--- src/rtl/clock_ratio_meter_pkg.sv ---
// Shared types and constants for the clock ratio meter and its synchroniser.
// Imported by the top and the edge-detector sub-module.
package clock_ratio_meter_pkg;

    typedef enum logic [1:0] {
        ST_IDLE    = 2'd0,
        ST_ARM     = 2'd1,
        ST_MEASURE = 2'd2,
        ST_LOCKED  = 2'd3
    } meter_state_t;

    localparam int SYNC_STAGES = 2;
    localparam int MATCH_WIDTH = 4;

endpackage

--- src/rtl/sync_edge_detector.sv ---
// Multi-flop synchroniser for an asynchronous level, plus a history flop that
// turns the synchronised level into single-cycle rise and fall strobes.
module sync_edge_detector
    import clock_ratio_meter_pkg::*;
#(
    parameter int STAGES = SYNC_STAGES
) (
    input  logic clk,
    input  logic rst_n,
    input  logic async_in,
    output logic level,
    output logic rise,
    output logic fall
);

    logic [STAGES-1:0] sync_r;
    logic              hist_r;

    // Shift the asynchronous input through the synchroniser, keep one cycle of history
    always_ff @(posedge clk or negedge rst_n) begin
        if (!rst_n) begin
            sync_r <= '0;
            hist_r <= 1'b0;
        end else begin
            sync_r <= {sync_r[STAGES-2:0], async_in};
            hist_r <= sync_r[STAGES-1];
        end
    end

    assign level = sync_r[STAGES-1];
    assign rise  = sync_r[STAGES-1] & ~hist_r;
    assign fall  = ~sync_r[STAGES-1] & hist_r;

endmodule

--- src/rtl/clock_ratio_meter.sv ---
// Measures period and high time of a slow clock in input_clock cycles,
// reports lock after repeated identical captures and flags a stalled clock.
module clock_ratio_meter
    import clock_ratio_meter_pkg::*;
#(
    parameter int COUNTER_WIDTH  = 16,
    parameter int LOCK_COUNT     = 4,
    parameter int TIMEOUT_CYCLES = 65535
) (
    input  logic                     input_clock,
    input  logic                     reset_n,
    input  logic                     enable,
    input  logic                     measured_clock,
    output logic [COUNTER_WIDTH-1:0] period,
    output logic [COUNTER_WIDTH-1:0] high_time,
    output logic                     period_valid,
    output logic                     locked,
    output logic                     timeout
);

    localparam logic [COUNTER_WIDTH-1:0] CNT_ONE     = COUNTER_WIDTH'(1);
    localparam logic [COUNTER_WIDTH-1:0] CNT_MAX     = '1;
    localparam logic [COUNTER_WIDTH-1:0] TIMEOUT_VAL = COUNTER_WIDTH'(TIMEOUT_CYCLES);
    localparam logic [MATCH_WIDTH-1:0]   MATCH_ONE   = MATCH_WIDTH'(1);
    localparam logic [MATCH_WIDTH-1:0]   LOCK_VAL    = MATCH_WIDTH'(LOCK_COUNT);

    meter_state_t               state_r;
    logic [COUNTER_WIDTH-1:0]   period_cnt_r;
    logic [COUNTER_WIDTH-1:0]   high_cnt_r;
    logic [MATCH_WIDTH-1:0]     match_cnt_r;

    logic                       level_s;
    logic                       rise_s;
    logic                       fall_s;
    logic                       capture_s;
    logic                       timeout_hit_s;
    logic                       pair_equal_s;
    logic [MATCH_WIDTH-1:0]     next_match_s;
    logic [COUNTER_WIDTH-1:0]   period_cnt_next_s;
    logic [COUNTER_WIDTH-1:0]   high_cnt_next_s;

    sync_edge_detector #(
        .STAGES (SYNC_STAGES)
    ) u_sync (
        .clk      (input_clock),
        .rst_n    (reset_n),
        .async_in (measured_clock),
        .level    (level_s),
        .rise     (rise_s),
        .fall     (fall_s)
    );

    // Saturating counter updates, capture/timeout qualifiers and next match count
    always_comb begin
        capture_s         = 1'b0;
        timeout_hit_s     = 1'b0;
        pair_equal_s      = 1'b0;
        next_match_s      = MATCH_ONE;
        period_cnt_next_s = period_cnt_r;
        high_cnt_next_s   = high_cnt_r;

        case (state_r)
            ST_MEASURE, ST_LOCKED: capture_s = rise_s;
            default:               capture_s = 1'b0;
        endcase

        // A rise coinciding with the limit wins over the timeout
        if ((state_r != ST_IDLE) && (period_cnt_r == TIMEOUT_VAL) && !rise_s) begin
            timeout_hit_s = 1'b1;
        end else begin
            timeout_hit_s = 1'b0;
        end

        pair_equal_s = (period_cnt_r == period) && (high_cnt_r == high_time);

        if (match_cnt_r == '0) begin
            next_match_s = MATCH_ONE;
        end else if (!pair_equal_s) begin
            next_match_s = MATCH_ONE;
        end else if (match_cnt_r >= LOCK_VAL) begin
            next_match_s = LOCK_VAL;
        end else begin
            next_match_s = match_cnt_r + MATCH_ONE;
        end

        if (rise_s) begin
            period_cnt_next_s = CNT_ONE;
        end else if (period_cnt_r == CNT_MAX) begin
            period_cnt_next_s = period_cnt_r;
        end else begin
            period_cnt_next_s = period_cnt_r + CNT_ONE;
        end

        // The rise cycle itself is the first high cycle; a fall ends the high phase
        if (rise_s) begin
            high_cnt_next_s = CNT_ONE;
        end else if (fall_s) begin
            high_cnt_next_s = high_cnt_r;
        end else if (level_s && (high_cnt_r != CNT_MAX)) begin
            high_cnt_next_s = high_cnt_r + CNT_ONE;
        end else begin
            high_cnt_next_s = high_cnt_r;
        end
    end

    // Measurement state machine with registered outputs
    always_ff @(posedge input_clock or negedge reset_n) begin
        if (!reset_n) begin
            state_r      <= ST_IDLE;
            period_cnt_r <= '0;
            high_cnt_r   <= '0;
            match_cnt_r  <= '0;
            period       <= '0;
            high_time    <= '0;
            period_valid <= 1'b0;
            locked       <= 1'b0;
            timeout      <= 1'b0;
        end else if (!enable) begin
            state_r      <= ST_IDLE;
            period_cnt_r <= '0;
            high_cnt_r   <= '0;
            match_cnt_r  <= '0;
            period_valid <= 1'b0;
            locked       <= 1'b0;
            timeout      <= 1'b0;
        end else begin
            period_valid <= 1'b0;
            case (state_r)
                ST_IDLE: begin
                    state_r      <= ST_ARM;
                    period_cnt_r <= '0;
                    high_cnt_r   <= '0;
                end
                ST_ARM, ST_MEASURE, ST_LOCKED: begin
                    if (rise_s) begin
                        period_cnt_r <= period_cnt_next_s;
                        high_cnt_r   <= high_cnt_next_s;
                        if (capture_s) begin
                            period       <= period_cnt_r;
                            high_time    <= high_cnt_r;
                            period_valid <= 1'b1;
                            timeout      <= 1'b0;
                            match_cnt_r  <= next_match_s;
                            locked       <= (next_match_s == LOCK_VAL);
                            state_r      <= (next_match_s == LOCK_VAL) ? ST_LOCKED : ST_MEASURE;
                        end else begin
                            state_r <= ST_MEASURE;
                        end
                    end else if (timeout_hit_s) begin
                        timeout      <= 1'b1;
                        locked       <= 1'b0;
                        match_cnt_r  <= '0;
                        period       <= '0;
                        high_time    <= '0;
                        period_cnt_r <= '0;
                        high_cnt_r   <= '0;
                        state_r      <= ST_ARM;
                    end else begin
                        period_cnt_r <= period_cnt_next_s;
                        high_cnt_r   <= high_cnt_next_s;
                    end
                end
                default: begin
                    state_r      <= ST_IDLE;
                    period_cnt_r <= '0;
                    high_cnt_r   <= '0;
                    match_cnt_r  <= '0;
                    locked       <= 1'b0;
                    timeout      <= 1'b0;
                end
            endcase
        end
    end

endmodule

--- config.mk ---
export PLATFORM = sky130hd
export DESIGN_NAME = clock_ratio_meter
export DESIGN_NICKNAME = d
export VERILOG_FILES = /design/src/rtl/clock_ratio_meter_pkg.sv /design/src/rtl/sync_edge_detector.sv /design/src/rtl/clock_ratio_meter.sv
export SDC_FILE = /design/constraint.sdc
export NUM_CORES = 1
export LEC_CHECK = 0
export CORE_AREA = 2 2 84 167
export DETAILED_ROUTE_END_ITERATION = 12
export DIE_AREA = 0 0 86 169
export MAX_ROUTING_LAYER = met4
export PLACE_DENSITY = 0.59
export SLEW_MARGIN = 20
export SYNTH_ARGS = -nofsm -noshare
export SYNTH_HDL_FRONTEND = slang
export SYNTH_HIERARCHICAL = 1
export SYNTH_SLANG_ARGS = --single-unit
--- constraint.sdc ---
create_clock -name input_clock -period 2.1 [get_ports input_clock]
set_input_delay 0.315 -clock input_clock [delete_from_list [all_inputs] [get_ports input_clock]]
set_output_delay 0.315 -clock input_clock [all_outputs]
set_load 0.01 [all_outputs]
== Word level (Yosys, flattened, before mapping) ==
Index checks and enable logic that the tools add are counted.
Storage, ports and cells
  input port bits: 4
  register bits: 76
  output and inout port bits: 35
  logic and storage cells: 93
Operators by class
  equal/unequal tests: 13
  add/subtract/negate cells: 3
  order comparisons: 1
  multiplexer cells: 48
  reductions and logical operators: 13
  bitwise gates (word level): 4
Operator list (count)
  2-to-1 mux 16 bit: 16
  one-hot mux 16 bit (2 select lines): 2
  adder 16 x 1 -> 16 bit (second input constant): 2
  equality test 16 bit: 2
  2-to-1 mux 4 bit: 8
  2-to-1 mux 1 bit: 18
  equality test 16 bit (second input constant): 1
  != test 16 bit (second input constant): 1
  2-to-1 mux 2 bit: 3
  adder 4 x 1 -> 4 bit (second input constant): 1
  equality test 2 bit (second input constant): 2
  equality test 4 x 3 -> 1 bit (second input constant): 1
  greater-or-equal comparator 4 x 3 -> 1 bit (second input constant): 1
  logical AND 1 bit: 4
  zero test 4 bit: 1
  != test 2 x 1 -> 1 bit (second input constant): 2
  != test 4 bit (second input constant): 1
  one-hot mux 2 bit (2 select lines): 1
  AND reduction 4 bit: 1
  nonzero test 2 bit: 2
  != test 3 x 1 -> 1 bit (second input constant): 1
  != test 3 x 2 -> 1 bit (second input constant): 1
  AND reduction 3 bit: 1
  OR reduction 3 bit: 1
  6 further kinds: 8

== Depth between registers and ports, before layout ==
  word-level depth: 10
  gate-level depth with buffers: 7
  depth with buffers taken out: 7

== Cells and area by module ==
The synthesis kept the hierarchy.
Modules (own cells, without submodules)
  clock_ratio_meter: seq. area each 1826.8 um2, instances 1, cells an instance 419, area an instance 3816.2 um2
  sync_edge_detector: seq. area each 75.1 um2, instances 1, cells an instance 5, area an instance 90.1 um2

== Worst setup path before layout ==
OpenSTA, ideal clock, no wires.
  kind: input port to flip-flop
  from: input period_cnt_r[0]
  to: register match_cnt_r[1]
  arrival time: 1989 ps
  setup slack: 30 ps
  stages: 7
  setup time: 81 ps
  buffers on the path: 0
  required time: 2019 ps
  cell sequence: dfrtp_1 > ha_1 > nand3_1 > nor4_4 > o32ai_2 > or4_4 > o22ai_2
Between the ends
  cells in the longest elaborated chain, start to end: 8
  elaborated cells on any way between the ends: 14
  those cells by class: eq/ne (3); mux (7); reduce/logical (4)
RTL lines
  from (decl): line clock_ratio_meter.sv:28  | logic [COUNTER_WIDTH-1:0] period_cnt_r;
  equality test 16 bit: line clock_ratio_meter.sv:74  | pair_equal_s = (period_cnt_r == period) && (high_cnt_r == high_time);
  logical AND 1 bit: line clock_ratio_meter.sv:74
  2-to-1 mux 4 bit: line clock_ratio_meter.sv:78  | end else if (!pair_equal_s) begin
  2-to-1 mux 4 bit: line clock_ratio_meter.sv:76  | if (match_cnt_r == '0) begin
  2-to-1 mux 4 bit: line clock_ratio_meter.sv:138  | if (capture_s) begin
  2-to-1 mux 4 bit: line clock_ratio_meter.sv:135  | if (rise_s) begin
  2-to-1 mux 4 bit: line clock_ratio_meter.sv:128  | case (state_r)
  2-to-1 mux 4 bit: line clock_ratio_meter.sv:118  | end else if (!enable) begin
  to (signal assigned): line clock_ratio_meter.sv:143  | match_cnt_r <= next_match_s;
  to (decl): line clock_ratio_meter.sv:30  | logic [MATCH_WIDTH-1:0] match_cnt_r;
Parallel ways exist; a longest one is shown, timed or not. The select of a mux whose other input is x is not followed.
A chain may end at the register's enable or synchronous reset.

== Worst setup path after layout ==
  from: input high_cnt_r[9]
  to: register high_cnt_r[11]
Between the ends
  cells in the longest elaborated chain, start to end: 9
  elaborated cells on any way between the ends: 10
  those cells by class: add/sub (1); eq/ne (1); mux (7); reduce/logical (1)
RTL lines
  from (decl): line clock_ratio_meter.sv:29  | logic [COUNTER_WIDTH-1:0] high_cnt_r;
  branches (longest 2 deep; another with adder 16 x 1 -> 16 bit)
  2-to-1 mux 16 bit *: line clock_ratio_meter.sv:99  | end else if (level_s && (high_cnt_r != CNT_MAX)) begin
  2-to-1 mux 16 bit *: line clock_ratio_meter.sv:97  | end else if (fall_s) begin
  2-to-1 mux 16 bit *: line clock_ratio_meter.sv:95  | if (rise_s) begin
  2-to-1 mux 16 bit: line clock_ratio_meter.sv:149  | end else if (timeout_hit_s) begin
  2-to-1 mux 16 bit *: line clock_ratio_meter.sv:135
  one-hot mux 16 bit (2 select lines) *: line clock_ratio_meter.sv:128
  2-to-1 mux 16 bit *: line clock_ratio_meter.sv:118
Mark *: on every way between the ends.

==> impl_results.md <==
- Outcome: completed
- Core region area: 13,300 um^2
- Post-synthesis sequential area ratio: 48.7%
- WHS: 0.355 ns
- Reg2Reg Depth: 5
- Leak: 1.99 nW
- Syn nets: 432
- Die Y-Extent: 169 um
- Cells after DPL: 623
- Die X: 86 um
- Slew @ Worst Pin: 0.407 ns
- Total track usage: 15.0%
- Crit path max fanout: 7
- Cell internal pwr: 0.00254 W
- Max-cap violation count: 0
- WP data required: 2.37 ns
- Final WL: 9860 um
- Synth cell types: 48
- Post-Synth XOR/XNOR Area: 11.7%
- Via-per-instance ratio: 4.86
- Vias in the first global route: 3,139
- Buffers added on ports: 38
- Worst-Skew Late Latency: 0.34 ns
- Slowest CP cell: a2111o_1
- Setup CP Type: reg -> reg
- FF+latch count, synth: 76
- Max Slew Vio Count: 0
- Pin count of the biggest net entering global routing: 51
- Post-synth ARST share: 100%
- Hold_sp: u_sync/sync_r[0]
- Post-synthesis mux area share: 0.256%
- Antenna-violating nets left: 0
- Worst hold path depth: 0
- Clock share of power: 47.1%
- Flop-to-flop setup slack: 0.15 ns
- Crit path cell chain: and4_4 -> and4_1 -> a2111o_1 -> or3_1 -> a21oi_1
- Site Rows: 60
- Top FF cell, synth: dfrtp_1
- DP Area: 4650 um^2
- # fillers: 1,315
- Post-route core utilization: 37.5%
- Psw: 0.000763 W
- Pwr per Cell Area: 664 nW/um^2
- Compound-Gate Fraction of Synth Area: 11.8%
- Inserted Clock Buffers: 9
- Area delta synth->final: 27.4%
- Post-synthesis simple-gate area fraction: 22.6%
- Detail Placement HPWL: 6960 um
- Grt ovf: 0
- CTS max path bufs: 2
- Commonest non-fill, non-tap cell in the layout: nand2_1
- Diode count: 0
- Die area: 14,500 um^2
- Clock sink count: 76
- Initial Util: 29.4%
- Final hold violations: 0
- IO Pins: 39
- Flop pwr share: 45.6%
- Post-DR wirelength/cell: 15.4 um
- Switching part of the total power: 23.1%
- Post-synth EDFFs: 0
- Post-Synth Adder-Cell Area: 1.28%
- H-tree depth: 3
- Clk_skew: 0.00701 ns
- Post-CTS Setup Inserts: 0
- Post-Layout Cell Count: 640
- Sum Neg Setup Slack: 0 ns
- Comb power frac: 7.3%
- Worst r2r src: high_cnt_r[9]
- Synth Warn #: 6
- Setup violators final: 0
- Hold WC Path Type: reg -> reg
- Initial antenna violation count: 0
- Most frequent cells in the layout: nand2_1 (78), dfrtp_1 (76), o21ai_0 (44), xnor2_1 (42), clkdlybuf4s50_1 (37)
- Fin nets: 488
- Cell count after synthesis: 424
- Global-route wire length before repair: 16,500 um
- Clock root cell: clkbuf_16
- Worst relative slew slack: 72.1%
- CTS tree: built
- Layout cells sized above 1: 12.4%
- Unrepaired setup endpoints after global routing: no
- Main combinational cell family by area after synthesis: simple AND/OR/NAND/NOR gates
- Via count: 3,109
- Final Cell Area: 4980 um^2
- CP Capture Type: register
- Worst flop-to-flop path endpoint: high_cnt_r[11]
- Minimum clock period after layout: 1.95 ns
- # DRC: 0
- Cell Area, Synth: 3910 um^2
- FMAX: 513 MHz
- Gpl congestion: 0.798
- Hold EP: u_sync/sync_r[1]
- Clock slew at reported path FFs: 0.06 ns
- Post-Syn Area per Cell: 9.21 um^2
- Startpoint types: register
- Biggest cell delay along the critical path: 0.50 ns
- Fin crit share: 92.9%
- Iteration-0 DRC Markers: 201
- Maximum vdd drop: 452 uV
- Drt pass-1 iters: 5
- Worst EP arrival: 2.22 ns
[synth_stat cells, drive strengths merged (2+ instances only)]
library cell,instances,share of area (%)
nor2b,4,0.64
xor2,9,2.0
or3,7,1.1
nand2b,3,0.48
nor3,7,0.90
a2111oi,2,0.45
and3,2,0.32
and2,6,0.96
nor2,30,2.9
nand3,10,1.3
and4,5,1.2
inv,9,0.86
xnor2,43,9.6
clkbuf,21,2.0
ha,4,1.3
nand4,15,2.6
nor4,3,0.86
buf,6,0.77
o2111ai,2,0.45
dfrtp,76,49
nor3b,2,0.38
o21ai,44,5.6
nand2,78,7.5
a211oi,3,0.58
a21oi,14,1.8
[area by class of cell]
cell class	count	area, um^2	share of cell area, %
Timing Repair Buffer	72	664	13.3
Inverter	9	33.8	0.679
Clock buffer	16	302	6.06
Sequential cell	76	1900	38.2
Multi-Input combinational cell	312	1880	37.8
Tap cell	155	194	3.90
[metal layers]
| layer | part of all wire [%] | vias up | GRT usage, % |
|---|---|---|---|
| met5 | 0 | - | - |
| met4 | 1.2 | 0 | 4.83 |
| met2 | 46 | 76 | 21.3 |
| li1 | - | 1552 | - |
| met1 | 49 | 1475 | 21.2 |
| met3 | 3.6 | 6 | 3.17 |
[worst max path at each step]
stage | startpoint | to | slack (ns) | depth (start not counted)
CTS | period_cnt_r[1] | high_time[7] | 0.07 | 8
detailed placement | enable | match_cnt_r[2] | 0.02 | 5
floorplan | period_cnt_r[0] | match_cnt_r[1] | 0.03 | 6
finish | high_cnt_r[9] | high_cnt_r[11] | 0.15 | 5
global placement | enable | match_cnt_r[2] | -0.01 | 5
global route | u_sync/sync_r[1] | match_cnt_r[2] | 0.01 | 5
[cell families after synthesis]
family | Yosys count
AND/OR/NAND/NOR | 179
adder cells (fa/ha/maj) | 4
flip-flops | 76
multiplexers | 1
buffers and inverters | 36
XOR/XNOR | 52
AO/OA/AOI/OAI | 76
[state kept, by name, indices dropped and copies added (netlist names)]
name	count
timeout	1
locked	1
u_sync/hist_r	1
high_time	16
match_cnt_r	4
high_cnt_r	16
period_valid	1
period_cnt_r	16
u_sync/sync_r	2
period	16
state_r	2
[metrics by stage]
step / setup WS, ns / total power, W
2_1_floorplan: 0.0300 / 0.00164
3_3_place_gp: -0.0133 / 0.00178
3_5_place_dp: 0.0245 / 0.00178
4_1_cts: 0.0676 / 0.00333
5_1_grt: 0.0121 / 0.00342
6_report: 0.150 / 0.00330
[critical path, delay by kind of cell, from the launching register on]
kind,cells,cell delay (ns)
AOI/OAI and AO/OA,2,0.65
DFF,1,0.46
and+or+nand+nor,3,0.77
[power groups by stage]
stage | logic, W | registers [W] | clock network [W]
floorplan | 0.000120 | 0.00152 | 0
detailed placement | 0.000244 | 0.00153 | 0
CTS | 0.000246 | 0.00151 | 0.00158
finish | 0.000241 | 0.00151 | 0.00156
global placement | 0.000243 | 0.00153 | 0
global route | 0.000270 | 0.00151 | 0.00164
[what timing repair did]
action,in CTS,in global routing
endpoints found under the setup margin,0,33
hold buffers,1,0
endpoints found under the hold margin,26,0
resized for setup,0,2
Note: power is estimated with default switching activity, not from simulation.
